<file path="config.mk">
export PLATFORM = sky130hd
export DESIGN_NAME = traffic_light_fsm
export DESIGN_NICKNAME = d
export VERILOG_FILES = /design/src/rtl/traffic_pkg.sv /design/src/rtl/traffic_light_fsm_interval_timer.sv /design/src/rtl/traffic_light_fsm.sv
export SDC_FILE = /design/constraint.sdc
export NUM_CORES = 1
export LEC_CHECK = 0
export CAP_MARGIN = 20
export CORE_AREA = 5 5 42 44
export CTS_BUF_LIST = sky130_fd_sc_hd__clkbuf_8
export CTS_CLUSTER_DIAMETER = 200
export CTS_CLUSTER_SIZE = 14
export DETAILED_ROUTE_END_ITERATION = 6
export DIE_AREA = 0 0 47 49
export PLACE_DENSITY = 0.72
export SYNTH_ARGS = -nofsm -noshare
export SYNTH_HDL_FRONTEND = slang
export SYNTH_HIERARCHICAL = 1
export SYNTH_SLANG_ARGS = --single-unit
</file>
<file path="constraint.sdc">
create_clock -name clk -period 5.7 [get_ports clk]
set_input_delay 0.57 -clock clk [delete_from_list [all_inputs] [get_ports clk]]
set_output_delay 0.57 -clock clk [all_outputs]
set_load 0.02 [all_outputs]
</file>
<file path="src/rtl/traffic_pkg.sv">
// Shared types and constants for the traffic light controller: state
// encoding, lamp patterns and default phase durations.
package traffic_pkg;

  typedef enum logic [2:0] {
    MAIN_G1 = 3'd0,
    MAIN_G2 = 3'd1,
    MAIN_Y  = 3'd2,
    WALK    = 3'd3,
    SIDE_G1 = 3'd4,
    SIDE_G2 = 3'd5,
    SIDE_Y  = 3'd6
  } state_t;

  // Lamp patterns, {R,Y,G}
  localparam logic [2:0] LT_RED = 3'b100;
  localparam logic [2:0] LT_YEL = 3'b010;
  localparam logic [2:0] LT_GRN = 3'b001;

  // Default phase durations in ticks, and the timer width that holds them
  localparam int DEF_T_BASE = 6;
  localparam int DEF_T_EXT  = 3;
  localparam int DEF_T_YEL  = 2;
  localparam int DEF_TW     = 4;

  // Number of ticks a given state lasts
  function automatic int phase_ticks(state_t s, int t_base, int t_ext, int t_yel);
    int ticks;
    case (s)
      MAIN_G2, SIDE_G2, WALK: ticks = t_ext;
      MAIN_Y, SIDE_Y:         ticks = t_yel;
      default:                ticks = t_base;
    endcase
    return ticks;
  endfunction

endpackage

</file>
<file path="src/rtl/traffic_light_fsm_interval_timer.sv">
// Loadable down-counter measuring phase length in ticks. expire flags the
// tick on which the current phase ends; the owner reloads on that cycle.
module interval_timer #(
  parameter int TW = 4
) (
  input  logic          clk,
  input  logic          reset,
  input  logic          load,
  input  logic [TW-1:0] load_val,
  input  logic          tick,
  output logic          expire
);

  logic [TW-1:0] count_q, count_d;

  assign expire = tick && (count_q == TW'(1));

  // Load wins; otherwise count down on ticks, never below 1
  always_comb begin
    count_d = count_q;
    if (load) begin
      count_d = load_val;
    end else if (tick && (count_q > TW'(1))) begin
      count_d = count_q - TW'(1);
    end
  end

  // Count register; reset takes the value the owner presents for the reset state
  always_ff @(posedge clk) begin
    if (reset) begin
      count_q <= load_val;
    end else begin
      count_q <= count_d;
    end
  end

endmodule

</file>
<file path="src/rtl/traffic_light_fsm.sv">
// Main sequencing FSM of the traffic light controller. Cycles main green,
// yellow, optional walk, side green, yellow, stretching greens when a
// vehicle is sensed and serving a latched walk request once per round.
//
// Handshake with the walk register: WR is a level request held by the walk
// register; it is sampled only at the end of MAIN_Y. When the walk phase
// has been served the FSM answers with WR_Reset, high for exactly the one
// cycle after leaving WALK; the walk register clears on that pulse. Reset
// never produces the pulse, so a pending request survives reset.
module traffic_light_fsm
  import traffic_pkg::*;
#(
  parameter int T_BASE = DEF_T_BASE,
  parameter int T_EXT  = DEF_T_EXT,
  parameter int T_YEL  = DEF_T_YEL,
  parameter int TW     = DEF_TW
) (
  input  logic       clk,
  input  logic       reset,
  input  logic       tick,
  input  logic       sensor,
  input  logic       WR,
  output logic       WR_Reset,
  output logic [2:0] main_lt,
  output logic [2:0] side_lt,
  output logic       walk_lt,
  output logic [2:0] state_dbg_o
);

  localparam int T_MAX = (1 << TW) - 1;

  // Durations of zero or wider than the timer are configuration errors
  if (T_BASE < 1 || T_BASE > T_MAX || T_EXT < 1 || T_EXT > T_MAX ||
      T_YEL < 1 || T_YEL > T_MAX) begin : g_bad_durations
    $error("traffic_light_fsm: phase durations must lie in 1..2**TW-1");
  end

  state_t        state_q, state_d;
  logic          expire;
  logic          illegal;
  logic          load;
  logic [TW-1:0] load_val;
  logic          wr_reset_q, wr_reset_d;

  // Reload the timer whenever the state is (re)entered
  assign load     = reset | expire | illegal;
  assign load_val = TW'(phase_ticks(state_d, T_BASE, T_EXT, T_YEL));

  interval_timer #(.TW(TW)) u_timer (
    .clk      (clk),
    .reset    (reset),
    .load     (load),
    .load_val (load_val),
    .tick     (tick),
    .expire   (expire)
  );

  // State and walk-served pulse registers
  always_ff @(posedge clk) begin
    if (reset) begin
      state_q    <= MAIN_G1;
      wr_reset_q <= 1'b0;
    end else begin
      state_q    <= state_d;
      wr_reset_q <= wr_reset_d;
    end
  end

  // Next state: decisions are taken only on the tick that ends a phase
  always_comb begin
    state_d = state_q;
    illegal = 1'b0;
    case (state_q)
      MAIN_G1: if (expire) state_d = sensor ? MAIN_G2 : MAIN_Y;
      MAIN_G2: if (expire) state_d = MAIN_Y;
      MAIN_Y:  if (expire) state_d = WR ? WALK : SIDE_G1;
      WALK:    if (expire) state_d = SIDE_G1;
      SIDE_G1: if (expire) state_d = sensor ? SIDE_G2 : SIDE_Y;
      SIDE_G2: if (expire) state_d = SIDE_Y;
      SIDE_Y:  if (expire) state_d = MAIN_G1;
      default: begin
        state_d = MAIN_G1;
        illegal = 1'b1;
      end
    endcase
    if (reset) begin
      state_d = MAIN_G1;
    end
  end

  // Pulse is raised by the WALK exit edge and lasts one cycle
  assign wr_reset_d = (state_q == WALK) && expire;

  // Lamp decode straight from the state register
  always_comb begin
    main_lt = LT_RED;
    side_lt = LT_RED;
    walk_lt = 1'b0;
    case (state_q)
      MAIN_G1, MAIN_G2: main_lt = LT_GRN;
      MAIN_Y:           main_lt = LT_YEL;
      WALK:             walk_lt = 1'b1;
      SIDE_G1, SIDE_G2: side_lt = LT_GRN;
      SIDE_Y:           side_lt = LT_YEL;
      default: begin
        main_lt = LT_RED;
        side_lt = LT_RED;
      end
    endcase
  end

  assign WR_Reset    = wr_reset_q;
  assign state_dbg_o = state_q;

endmodule

</file>
Word level (Yosys, flattened, before mapping)

Index checks and enable logic that the tools add are counted.
W data, S select, Z words.

Register bits after elaboration: 8
Input bits: 5
Output and inout bits: 11
Word-level logic and storage cells: 49

Add/subtract/negate cells: 1
Magnitude comparators: 1
Equal/unequal tests: 12
Multiplexer cells: 20
Bitwise gates (word level): 2
Reductions and logical operators: 10

Operators with widths:

| kind                  | number |
|---|---|
| $mux W3               | 9 |
| $pmux W3 S7           | 1 |
| $pmux W3 S2           | 3 |
| $eq A3 B3 Y1 const B  | 5 |
| $eq A3 B2 Y1 const B  | 4 |
| $mux W4               | 3 |
| $reduce_or A7 Y1      | 1 |
| $eq A3 B1 Y1 const B  | 2 |
| $reduce_or A2 Y1      | 3 |
| $eq A4 B1 Y1 const B  | 1 |
| $gt A4 B1 Y1 const B  | 1 |
| $mux W2               | 2 |
| $sub A4 B1 Y4 const B | 1 |
| $logic_and A1 B1 Y1   | 3 |
| $logic_not A3 Y1      | 1 |
| $reduce_bool A3 Y1    | 1 |
| $reduce_or A3 Y1      | 1 |
| $mux W1               | 2 |
| $or A1 B1 Y1          | 2 |

Longest topological paths before layout

Depth in word-level cells: 10
Depth in mapped cells: 11
Gate-level depth less buffers: 10

By module

Netlist, hierarchy kept.

By module, submodules not included:

| module            | times used | cells each | area an instance (µm²) | seq. area each (µm²) |
|---|---|---|---|---|
| traffic_light_fsm | 1          | 40         | 307.8                  | 80.1 |
| interval_timer    | 1          | 25         | 250.2                  | 120.1 |

Worst setup path before layout

Ideal clock, no wire load.

Path type: flip-flop to output port
From: register state_q[1], in the netlist state_dbg_o[1]
To: output port main_lt[2]
Arrival: 1524 ps
Data required time: 5130 ps
Slack: 3606 ps
Stages on the path, launching flop included: 5
Buffers on the path: 1
Cell sequence: dfxtp_1 -> buf_2 -> inv_1 -> nor3_1 -> nor2_1

Word-level cells in the longest chain between the ends: 3
Elaborated cells between the ends (all ways): 5
Those cells by class: eq/ne (2); mux (1); reduce/logical (2)

RTL lines:

| element                                          | RTL line                | text |
|---|---|---|
| from (decl)                                      | traffic_light_fsm.sv:38 | `state_t state_q, state_d;` |
| from (signal assigned)                           | traffic_light_fsm.sv:64 | `state_q <= state_d;` |
| $eq A3 B1 Y1 or $logic_not A3 Y1 (tied branches) | traffic_light_fsm.sv:99 | `case (state_q)` |
| $reduce_or A2 Y1                                 | traffic_light_fsm.sv:99 |  |
| $pmux W3 S2 (*)                                  | traffic_light_fsm.sv:99 |  |
| to (decl)                                        | traffic_light_fsm.sv:24 | `output logic [2:0] main_lt,` |

Every way passes the cells marked *; elsewhere a longest branch is shown, timed or not.

Worst setup path after layout

From: input port tick
To: register u_timer.count_q[2], data pin

Word-level cells in the longest chain between the ends: 9
Elaborated cells between the ends (all ways): 22
Those cells by class: eq/ne (5); mux (12); bitwise (2); reduce/logical (3)

RTL lines:

| element                                              | RTL line                               | text |
|---|---|---|
| from (decl)                                          | traffic_light_fsm.sv:20                | `input logic tick,` |
| $logic_and A1 B1 Y1 (*)                              | traffic_light_fsm_interval_timer.sv:16 | `assign expire = tick && (count_q == TW'(1));` |
| via expire                                           | traffic_light_fsm.sv:39                | `logic expire;` |
| $mux W3, or another cell as far along                | traffic_light_fsm.sv:80                | `SIDE_Y: if (expire) state_d = MAIN_G1;` |
| $pmux W3 S7 (*)                                      | traffic_light_fsm.sv:73                | `case (state_q)` |
| $mux W3 (*)                                          | traffic_light_fsm.sv:86                | `if (reset) begin` |
| $eq A3 B1 Y1, or another cell as far along           | traffic_pkg.sv:29                      | `case (s)` |
| $reduce_or A3 Y1 or $reduce_or A2 Y1 (tied branches) | traffic_pkg.sv:29                      |  |
| $pmux W3 S2 (*)                                      | traffic_pkg.sv:29                      |  |
| via load_val[2]                                      | traffic_light_fsm.sv:42                | `logic [TW-1:0] load_val;` |
| $mux W4                                              | traffic_light_fsm_interval_timer.sv:21 | `if (load) begin` |
| $mux W4 (*)                                          | traffic_light_fsm_interval_timer.sv:30 | `if (reset) begin` |
| to (signal assigned)                                 | traffic_light_fsm_interval_timer.sv:31 | `count_q <= load_val;` |
| to (signal assigned)                                 | traffic_light_fsm_interval_timer.sv:33 | `count_q <= count_d;` |
| to (decl)                                            | traffic_light_fsm_interval_timer.sv:14 | `logic [TW-1:0] count_q, count_d;` |

The timed path passes the listed nets; every way through them passes the cells marked *.
A chain may end at the register's enable or synchronous reset.

==> out/results.tsv <==
metric	value	unit
outcome	finished, final reports clean	
r2r_cells	10	
htree_levels	1	
yosys_warnings	6	
slew_viol_final	0	
nets	88	
synthToLayoutAreaGrowth	33.0	%
post_cts_resized	0	
fin_hold_ws	0.680	ns
ys_ff_latch	8	
worst_setup_path_start_kind	primary input	
synth.most_common_cell	nor2_1	
synth.top_cell.area_share	21.5	%
end_kind	flip-flop	
reg2reg_to	u_timer/count_q[2]	
antenna_found_initial	0	
drive_gt1_share	11.4	%
power_density	268	mW/mm2
required	5.65	ns
n_antenna_cell	0	
core	0.00140	mm2
rows	14	
io_buffers	15	
whs_path_depth	2	
critPathMostFrequentCell	a21oi_1	
drt_iter0_drc	9	
ant_nets	0	
rrSetupSlack	3.31	ns
slowest_stage	nor3_1	
die-area	0.00230	mm2
cpPeakStageDelay	0.63	ns
rsz0062_at_grt	false	
n_fill_cell	145	
drtPass1Iterations	3	
insertion_delay	0.22	ns
path_delay_family	simple AND/OR/NAND/NOR gates	
synth_edf_count	4	
dpl-instance-area	701	um2
grt_pass1_wl	1960	um
postSynth.asyncResetShare	0	%
clk_pin_slew	0.04	ns
grt_overflow	0	
drc	0	
setup_viol	0	
clockBufferDepth	2	
syn_nets	72	
post-route-min-period	2.59	ns
irDropWorstVdd	0.134	mV
crit_buf_inv	1	
numClockSinks	8	
dieHeight	49	um
critPathMaxFanout	9	
slew_headroom	44.8	%
timing.final.crit_share	45.4	%
cts_tree	yes	
initial_utilization	39.8	%
syn_avg_cell_area	8.59	um2
wire_per_inst	12.3	um
die_w	47	um
max_cap_viol_count	0	
synthTopCellsByArea	edfxtp_1 (22%), dfxtp_1 (14%), nor2_1 (6.7%)	
netlist.top_cell.by_area	edfxtp_1	
power.leakage	0.275	nW
fmax	387	MHz
vias_per_cell	5.07	
final_cells	95	
worstPathArrival	2.54	ns
hpwl	896	um
worst_pin_slew	0.822	ns
totalWireLength	1170	um
skew	0.00401	ns
crit_path_start	tick	
grt_usage	11.6	%
path_cells	clkdlybuf4s50_1 > nand2_1 > nor3_1 > nand4b_1 > a21oi_1 > o21ba_1 > nor2_2 > nor2_1 > a21oi_1	
stdcell_area	742	um2
syn_area	558	um2
r2r-start	u_timer/count_q[1]	
placedCellCount	92	
finalSetupTns	0	ns
worstHoldEndpoint	WR_Reset	
grt_max_degree	14	
ios	16	
syn-instance-count	65	
seq_area_frac_synth	35.9	%
holdCritStartpoint	state_dbg_o[1]	
cts_made_buffers	3	
grt_pass1_vias	471	
synth_ff_type	edfxtp_1	
worstHoldPathType	reg2reg	
ctsHoldBuffers	0	
hold_viol	0	
fin_util	52.9	%
cts_root_buf	clkbuf_8	
num_vias	482	
path_class	in2reg	
ys_types	32	
post_cts.repair.setup_buffers	0	
synthTopCellsByCount	nor2_1 (10), nand2_1 (6), a21oi_1 (4), dfxtp_1 (4), edfxtp_1 (4)	
gp_congestion	0.785	
[tightest hold or removal path, cell delays in order, from the launching register on]
cell	delay, ns
dfxtp_1	0.40
nand2_1	0.15
nor4b_1	0.07
[metal layers]
metal / vias to the layer above / GRT usage [%] / wire [um]
li1: 252 / - / -
met1: 215 / 13.9 / 525
met2: 13 / 17.2 / 573
met3: 2 / 2.58 / 52
met4: 0 / 8.29 / 20
met5: - / 0 / 0
[layout make-up]
cell class	count	area [um2]	area share (%)
Inverter	3	11.3	1.52
Sequential cell	8	200	27.0
Multi-Input combinational cell	50	319	43.0
Tap cell	16	20.0	2.70
Clock buffer	3	41.3	5.56
Timing Repair Buffer	15	150	20.2
[worst max-delay path by stage]
stage	end	slack [ns]	cells after the start
detailed placement	u_timer/count_q[2]	2.88	9
finish	u_timer/count_q[2]	3.11	9
CTS	u_timer/count_q[2]	3.12	9
global route	u_timer/count_q[2]	2.92	9
global placement	u_timer/count_q[2]	3.00	9
floorplan	main_lt[2]	3.61	4
[flip-flops by register name (all words and copies together), names as in the netlist]
signal and count:
WR_Reset 1, state_dbg_o 3, u_timer/count_q 4
[power by group]
group	leakage, nW	internal [mW]	switching (mW)	total [mW]
sequential	0.0730	0.0688	0.0107	0.0795
combinational	0.180	0.0264	0.0265	0.0529
clock	0.0216	0.0456	0.0210	0.0667
[cell families (layout without fill, tap and decap cells)]
family          Yosys count  after routing  synth area share [%]
fa+ha+maj                 2              2                  4.48
other cells               2              2                  1.35
simple gates             30             30                  28.9
compound gates           14             14                  19.3
xor+xnor                  2              2                  3.14
flops                     8              8                  35.9
buf+inv                   7             21                  6.95
[cells in the final DEF (no fill, tap or decap), types with 3 or more instances in the layout]
cell / instances
clkdlybuf4s50_1: 15
nor2_1: 10
edfxtp_1: 4
clkbuf_8: 3
a21oi_1: 4
inv_1: 3
nand2_1: 6
nor3_1: 3
dfxtp_1: 4
[per-stage QoR]
stage | power [mW] | setup slack (ns)
after detailed placement | 0.133 | 2.88
after floorplan | 0.115 | 3.61
after global placement | 0.132 | 3.00
after global routing | 0.210 | 2.92
final | 0.199 | 3.11
after CTS | 0.201 | 3.12
Power figures use the tool's default switching activity.
